[src/rtl/fpu_pkg.sv]
// Shared FPU datapath types: exchange modes, skid-buffer states and the
// sorted-operand record passed from the sort stage to the alignment shifter.
package fpu_pkg;

  localparam int EXP_W    = 8;
  localparam int FRAC_W   = 24;
  localparam int DIFF_MAX = FRAC_W + 2;
  localparam int DIFF_W   = $clog2(DIFF_MAX + 1);

  typedef enum logic [1:0] {
    AUTO_MAG   = 2'd0,
    PASS       = 2'd1,
    FORCE_SWAP = 2'd2,
    AUTO_EXP   = 2'd3
  } exchange_mode_t;

  // Encoding mirrors (out_valid, skid_valid) so both flags read straight off
  // the state register.
  typedef enum logic [1:0] {
    BUF_EMPTY = 2'b00,
    BUF_FULL  = 2'b10,
    BUF_SKID  = 2'b11
  } buf_state_t;

  typedef struct packed {
    logic              sign_a;
    logic [EXP_W-1:0]  exp_a;
    logic [FRAC_W-1:0] frac_a;
    logic              sign_b;
    logic [EXP_W-1:0]  exp_b;
    logic [FRAC_W-1:0] frac_b;
    logic              exchanged;
    logic [DIFF_W-1:0] exp_diff;
    logic              eff_sub;
  } sorted_operands_t;

  // Absolute exponent difference evaluated one bit wider than the exponent,
  // then clamped: shifting further than DIFF_MAX only feeds sticky.
  function automatic logic [DIFF_W-1:0] sat_exp_diff(
    input logic [EXP_W-1:0] exp_x,
    input logic [EXP_W-1:0] exp_y
  );
    logic [EXP_W:0] diff;
    if (exp_x >= exp_y) begin
      diff = {1'b0, exp_x} - {1'b0, exp_y};
    end else begin
      diff = {1'b0, exp_y} - {1'b0, exp_x};
    end
    if (diff > (EXP_W + 1)'(DIFF_MAX)) begin
      return DIFF_W'(DIFF_MAX);
    end else begin
      return diff[DIFF_W-1:0];
    end
  endfunction

endpackage

[src/rtl/operand_swap_decide.sv]
// Combinational exchange decision: picks swap by mode, routes the larger
// operand to slot a and computes the saturated exponent difference.
module operand_swap_decide
  import fpu_pkg::*;
(
  input  exchange_mode_t    i_mode,
  input  logic              i_sign_a,
  input  logic              i_sign_b,
  input  logic [EXP_W-1:0]  i_exponent_a,
  input  logic [EXP_W-1:0]  i_exponent_b,
  input  logic [FRAC_W-1:0] i_fraction_a,
  input  logic [FRAC_W-1:0] i_fraction_b,
  output sorted_operands_t  o_result
);

  logic [EXP_W+FRAC_W-1:0] w_mag_a;
  logic [EXP_W+FRAC_W-1:0] w_mag_b;
  logic                    w_swap;

  assign w_mag_a = {i_exponent_a, i_fraction_a};
  assign w_mag_b = {i_exponent_b, i_fraction_b};

  // Swap decision; equal magnitudes or exponents keep the original order.
  always_comb begin
    w_swap = 1'b0;
    case (i_mode)
      AUTO_MAG:   w_swap = (w_mag_a < w_mag_b);
      PASS:       w_swap = 1'b0;
      FORCE_SWAP: w_swap = 1'b1;
      AUTO_EXP:   w_swap = (i_exponent_a < i_exponent_b);
      default:    w_swap = 1'b0;
    endcase
  end

  // Swap mux plus difference/effective-subtract, neither of which depends on the swap.
  always_comb begin
    o_result = '0;
    if (w_swap) begin
      o_result.sign_a = i_sign_b;
      o_result.exp_a  = i_exponent_b;
      o_result.frac_a = i_fraction_b;
      o_result.sign_b = i_sign_a;
      o_result.exp_b  = i_exponent_a;
      o_result.frac_b = i_fraction_a;
    end else begin
      o_result.sign_a = i_sign_a;
      o_result.exp_a  = i_exponent_a;
      o_result.frac_a = i_fraction_a;
      o_result.sign_b = i_sign_b;
      o_result.exp_b  = i_exponent_b;
      o_result.frac_b = i_fraction_b;
    end
    o_result.exchanged = w_swap;
    o_result.exp_diff  = sat_exp_diff(i_exponent_a, i_exponent_b);
    o_result.eff_sub   = i_sign_a ^ i_sign_b;
  end

endmodule

[src/rtl/operand_sort_stage.sv]
// Operand sort pipeline stage: one output register plus a one-deep skid
// entry so that in_ready is registered and throughput stays at one per cycle.
module operand_sort_stage #(
  parameter int EXP_W    = 8,
  parameter int FRAC_W   = 24,
  parameter int DIFF_MAX = FRAC_W + 2
) (
  input  logic                          clk,
  input  logic                          reset_n,
  input  logic                          in_valid,
  output logic                          in_ready,
  input  logic [1:0]                    in_mode,
  input  logic                          in_sign_a,
  input  logic                          in_sign_b,
  input  logic [EXP_W-1:0]              in_exponent_a,
  input  logic [EXP_W-1:0]              in_exponent_b,
  input  logic [FRAC_W-1:0]             in_fraction_a,
  input  logic [FRAC_W-1:0]             in_fraction_b,
  output logic                          out_valid,
  input  logic                          out_ready,
  output logic                          sorted_sign_a,
  output logic                          sorted_sign_b,
  output logic [EXP_W-1:0]              sorted_exponent_a,
  output logic [EXP_W-1:0]              sorted_exponent_b,
  output logic [FRAC_W-1:0]             sorted_fraction_a,
  output logic [FRAC_W-1:0]             sorted_fraction_b,
  output logic                          out_exchanged,
  output logic [$clog2(DIFF_MAX+1)-1:0] out_exp_diff,
  output logic                          out_eff_sub
);

  import fpu_pkg::*;

  buf_state_t       r_state;
  buf_state_t       w_state_next;
  sorted_operands_t w_sorted;
  sorted_operands_t r_out;
  sorted_operands_t r_skid;
  logic             w_in_fire;
  logic             w_load_out_in;
  logic             w_load_out_skid;
  logic             w_load_skid;

  // Sorting happens before the registers; the skid entry stores finished results.
  operand_swap_decide u_decide (
    .i_mode       (exchange_mode_t'(in_mode)),
    .i_sign_a     (in_sign_a),
    .i_sign_b     (in_sign_b),
    .i_exponent_a (in_exponent_a),
    .i_exponent_b (in_exponent_b),
    .i_fraction_a (in_fraction_a),
    .i_fraction_b (in_fraction_b),
    .o_result     (w_sorted)
  );

  // Both handshake flags come straight from state flops.
  assign out_valid = (r_state == BUF_FULL) || (r_state == BUF_SKID);
  assign in_ready  = (r_state != BUF_SKID);
  assign w_in_fire = in_valid && in_ready;

  // State register; reset drops both entries at once.
  always_ff @(posedge clk or negedge reset_n) begin
    if (!reset_n) begin
      r_state <= BUF_EMPTY;
    end else begin
      r_state <= w_state_next;
    end
  end

  // Next state and data-path load enables.
  always_comb begin
    w_state_next    = r_state;
    w_load_out_in   = 1'b0;
    w_load_out_skid = 1'b0;
    w_load_skid     = 1'b0;
    case (r_state)
      BUF_EMPTY: begin
        if (w_in_fire) begin
          w_load_out_in = 1'b1;
          w_state_next  = BUF_FULL;
        end else begin
          w_state_next  = BUF_EMPTY;
        end
      end
      BUF_FULL: begin
        if (w_in_fire && out_ready) begin
          w_load_out_in = 1'b1;
          w_state_next  = BUF_FULL;
        end else if (w_in_fire) begin
          w_load_skid   = 1'b1;
          w_state_next  = BUF_SKID;
        end else if (out_ready) begin
          w_state_next  = BUF_EMPTY;
        end else begin
          w_state_next  = BUF_FULL;
        end
      end
      BUF_SKID: begin
        if (out_ready) begin
          w_load_out_skid = 1'b1;
          w_state_next    = BUF_FULL;
        end else begin
          w_state_next    = BUF_SKID;
        end
      end
      default: begin
        w_state_next = BUF_EMPTY;
      end
    endcase
  end

  // Output register: fresh result or the drained skid entry, else hold.
  always_ff @(posedge clk or negedge reset_n) begin
    if (!reset_n) begin
      r_out <= '0;
    end else if (w_load_out_in) begin
      r_out <= w_sorted;
    end else if (w_load_out_skid) begin
      r_out <= r_skid;
    end else begin
      r_out <= r_out;
    end
  end

  // Skid entry captures the result that arrived while the output was stalled.
  always_ff @(posedge clk or negedge reset_n) begin
    if (!reset_n) begin
      r_skid <= '0;
    end else if (w_load_skid) begin
      r_skid <= w_sorted;
    end else begin
      r_skid <= r_skid;
    end
  end

  assign sorted_sign_a     = r_out.sign_a;
  assign sorted_sign_b     = r_out.sign_b;
  assign sorted_exponent_a = r_out.exp_a;
  assign sorted_exponent_b = r_out.exp_b;
  assign sorted_fraction_a = r_out.frac_a;
  assign sorted_fraction_b = r_out.frac_b;
  assign out_exchanged     = r_out.exchanged;
  assign out_exp_diff      = r_out.exp_diff;
  assign out_eff_sub       = r_out.eff_sub;

endmodule
[config.mk]
export PLATFORM = sky130hd
export DESIGN_NAME = operand_sort_stage
export DESIGN_NICKNAME = d
export VERILOG_FILES = /design/src/rtl/fpu_pkg.sv /design/src/rtl/operand_swap_decide.sv /design/src/rtl/operand_sort_stage.sv
export SDC_FILE = /design/constraint.sdc
export NUM_CORES = 1
export LEC_CHECK = 0
export CAP_MARGIN = 20
export CORE_MARGIN = 1
export CORE_UTILIZATION = 64
export CTS_CLUSTER_SIZE = 25
export DETAILED_ROUTE_END_ITERATION = 10
export DONT_BUFFER_PORTS = 1
export MAX_ROUTING_LAYER = met4
export PLACE_DENSITY_LB_ADDON = 0.05
export REMOVE_ABC_BUFFERS = 1
export SLEW_MARGIN = 40
export SYNTH_ARGS = -nofsm -noshare
export SYNTH_HDL_FRONTEND = slang
export SYNTH_SLANG_ARGS = --single-unit
[constraint.sdc]
create_clock -name clk -period 2.5 [get_ports clk]
set_input_delay 0.5 -clock clk [delete_from_list [all_inputs] [get_ports clk]]
set_output_delay 0.5 -clock clk [all_outputs]
set_load 0.02 [all_outputs]
==> reports/metrics.csv <==
metric,value,unit
clk_lat worst skew,440,ps
H-tree levels,4,
outcome,finished with violations,
Logic pwr share,24.3,%
Avg WL per Cell,21.38,µm
post-synth top area share,47.76,%
Net Switching,3.117,mW
Gate Count Post-Synth,864,
Die Ht,112.1,µm
multi-input logic area,3865,µm²
clock-pin slew on the worst setup and hold paths,60,ps
Area growth syn-to-layout,21.14,%
Placer Congestion,0.9444,
clk root buf,clkbuf_16,
num rows,39,
Post-route DRC,9,
Synth warnings,0,
global-route wire length before repair,36250,µm
Max VDD drop,0.7509,mV
grt ovf,0,
Initial Util,66.77,%
clock power share,28.2,%
Final Skew,8.344,ps
Hold WC Path Type,input pin to asynchronous set/reset pin,
die area,12560,µm²
post-layout util,80.89,%
Pwr Density,902.6,nW/µm²
Post-synth EDFFs,0,
fmax,391.9,MHz
Crit path required time,2810,ps
Tcrit/Tclk final,102.1,%
crit path time final,2552,ps
Final TNS setup,-82.56,ps
RSZ-0062 raised after global routing,true,
Final Hold Fails,148,
failing checks,"design-rule violations, negative hold slack, negative setup slack",
CTS Buf Count,17,
Synth Area per Inst,8.976,µm²
layout cells sized above 1,18.44,%
Worst Path Arrival,2860,ps
I/O pin cnt,147,
Core Box Area,11610,µm²
pin count of the biggest net entering global routing,149,
GRT Total Usage,38.27,%
Sink Count,148,
final setup fails,3,
Total Wirelength,23110,µm
Synth area leaders,"dfrtp_1 (48%), a21oi_1 (12%), ha_1 (6.3%), o22ai_1 (4.0%), nor2_1 (3.9%)",
DR iter-0 viols,904,
final worst setup slack,-51.54,ps
"Max FO, Critical Path",7,
Main synth FF type,dfrtp_1,
vias in the first global route,7329,
chip width,112.1,µm
DRT Pass-1 Iters,8,
"Async S/R FF share, synth",100.0,%
Final nets,1038,
CTS tree,yes,
Max Cap Viol,0,
register-to-register setup slack,440,ps
Via density,6.767,
Sequential Power Share,47.5,%
kind of start point of the critical path,input pin,
"Distinct cells, synth",50,
Worst Tran Pin Value,594.6,ps
DRT antenna net count,0,
Yosys reg bits,148,
Vias,7315,
Lkg Pwr,4.097,nW
dpl hpwl,15200,µm
clock buffer depth,2,
hold slack,-248.0,ps
Post-Syn Area,7755,µm²
initial antenna violation count,0,
storage element area,3704,µm²
antenna fix cells,0,
Power Internal,5.362,mW
Switching Share,36.76,%
Rel. slew slack,60.36,%
fillers,743,
fin. max-slew vios,0,
cell taking the most area after synthesis,dfrtp_1,
IO Port Bufs,0,
element type at the critical path end,flop,
post-synthesis sequential area ratio,47.76,%
Crit Path Class,input pin to flop,
layout make-up:
class | count | share of cell area (%)
flip-flops and latches | 148 | 39.42
clock buffers | 19 | 4.608
well taps | 143 | 1.905
multi-input cells | 607 | 41.14
clock inverters | 13 | 1.185
inverters | 49 | 1.998
repair buffers | 102 | 9.736
power by group through the flow:
stage	sequential [mW]	combinational (mW)	clock [mW]
3_5_place_dp	4.05	1.90	0
6_report	4.03	2.06	2.39
4_1_cts	4.01	1.93	2.39
5_1_grt	4.09	2.26	2.48
3_3_place_gp	4.00	1.80	0
2_1_floorplan	3.88	1.30	0
state kept, by name, summed over array words and instances, names as in the netlist:
register and count:
r_state 2, sorted_sign_b 1, out_exchanged 1, out_exp_diff 5, sorted_exponent_a 8, out_eff_sub 1
r_skid 73, sorted_fraction_a 24, sorted_exponent_b 8, sorted_fraction_b 24, sorted_sign_a 1
synthesized netlist by cell type (10+ instances only):
cell	count
o32ai_1	21
nand2_1	61
ha_1	39
nor2_1	81
inv_1	49
clkbuf_1	50
a31oi_1	41
o21ai_0	10
nor3_1	24
dfrtp_1	148
a21oi_1	190
a21o_1	10
o22ai_1	50
through the flow:
stage	hold WS (ps)	instance area, µm²	power, mW	cells	worst slack, ps
after floorplan	204.4	7511	5.189	804	-3092
after global placement	207.0	8573	5.801	1042	-394.0
after detailed placement	207.0	8573	5.953	1042	-459.7
after CTS	-256.3	9125	8.334	1074	13.89
after global routing	-259.4	9394	8.831	1081	-142.5
final	-248.0	9394	8.479	1081	-51.54
cell families after synthesis:
family                     Yosys count  synth area share, %
AOI/OAI and AO/OA                  358                27.44
and+or+nand+nor                    196                10.96
DFF                                148                47.76
buffers and inverters              109                5.518
adders and majority gates           41                6.809
muxes                                8                1.065
xor gates and xnor gates             4               0.4518
what timing repair did:
| action | in CTS | in global routing |
|---|---|---|
| endpoints found under the setup margin | 5 | 132 |
| gates resized for setup | 1 | 38 |
| hold endpoints to repair | 148 | 148 |
| setup buffers | 0 | 6 |
| cloned | 0 | 1 |
| pin swaps | 0 | 13 |
path summary, 6_finish.rpt:
check / cells after the start / end / from
min in group clk: 2 / sorted_exponent_a[6]$_DFFE_PN0P_ / in_exponent_b[6]
worst min-delay path: 0 / sorted_exponent_a[5]$_DFFE_PN0P_ / reset_n
worst min register to register: 2 / r_skid[1]$_DFFE_PN0P_ / r_skid[1]$_DFFE_PN0P_
worst max register to register: 6 / sorted_fraction_a[20]$_DFFE_PN0P_ / r_state[0]$_DFF_PN0_
max in group asynchronous: 0 / sorted_fraction_b[0]$_DFFE_PN0P_ / reset_n
worst max-delay path: 12 / r_skid[2]$_DFFE_PN0P_ / in_exponent_a[6]
routing by layer:
| layer | wire (µm) | GRT usage (%) | vias up |
|---|---|---|---|
| met3 | 2393 | 11.07 | 63 |
| met2 | 11560 | 63.44 | 485 |
| met5 | 0 | - | - |
| met4 | 535 | 14.40 | 0 |
| li1 | - | - | 3263 |
| met1 | 8620 | 44.31 | 3504 |
cell usage in the layout, fill, tap and decap left out, drive strengths merged, types with 2 or more instances in the layout:
| master | count |
|---|---|
| nor3 | 24 |
| fa | 2 |
| ha | 39 |
| o32ai | 22 |
| a211oi | 4 |
| nand2 | 61 |
| o31ai | 2 |
| nand2b | 5 |
| o311ai | 3 |
| a21oi | 191 |
| dfrtp | 148 |
| or2 | 2 |
| o21ai | 17 |
| clkbuf | 20 |
| a31oi | 41 |
| nor4 | 2 |
| clkinv | 10 |
| o21a | 6 |
| nor2b | 6 |
| and2 | 2 |
| o22ai | 50 |
| xnor2 | 2 |
| clkinvlp | 2 |
| mux2 | 2 |
| inv | 49 |
| and3 | 3 |
| xor2 | 2 |
| mux2i | 6 |
| a221oi | 3 |
| a211o | 2 |
| or3 | 2 |
| nand3 | 2 |
| buf | 101 |
| nand4 | 6 |
| nor2 | 81 |
| a21o | 10 |
worst max-delay path, cell delays in order:
cell and delay, ps:
clkinvlp_4 80, ha_4 250, a21o_1 200, a221oi_4 340, o21ai_4 130, buf_6 140
mux2i_2 140, xor2_1 160, or3_4 410, buf_6 140, a211oi_4 240, o21ai_1 120
Power figures use the tool's default switching activity.
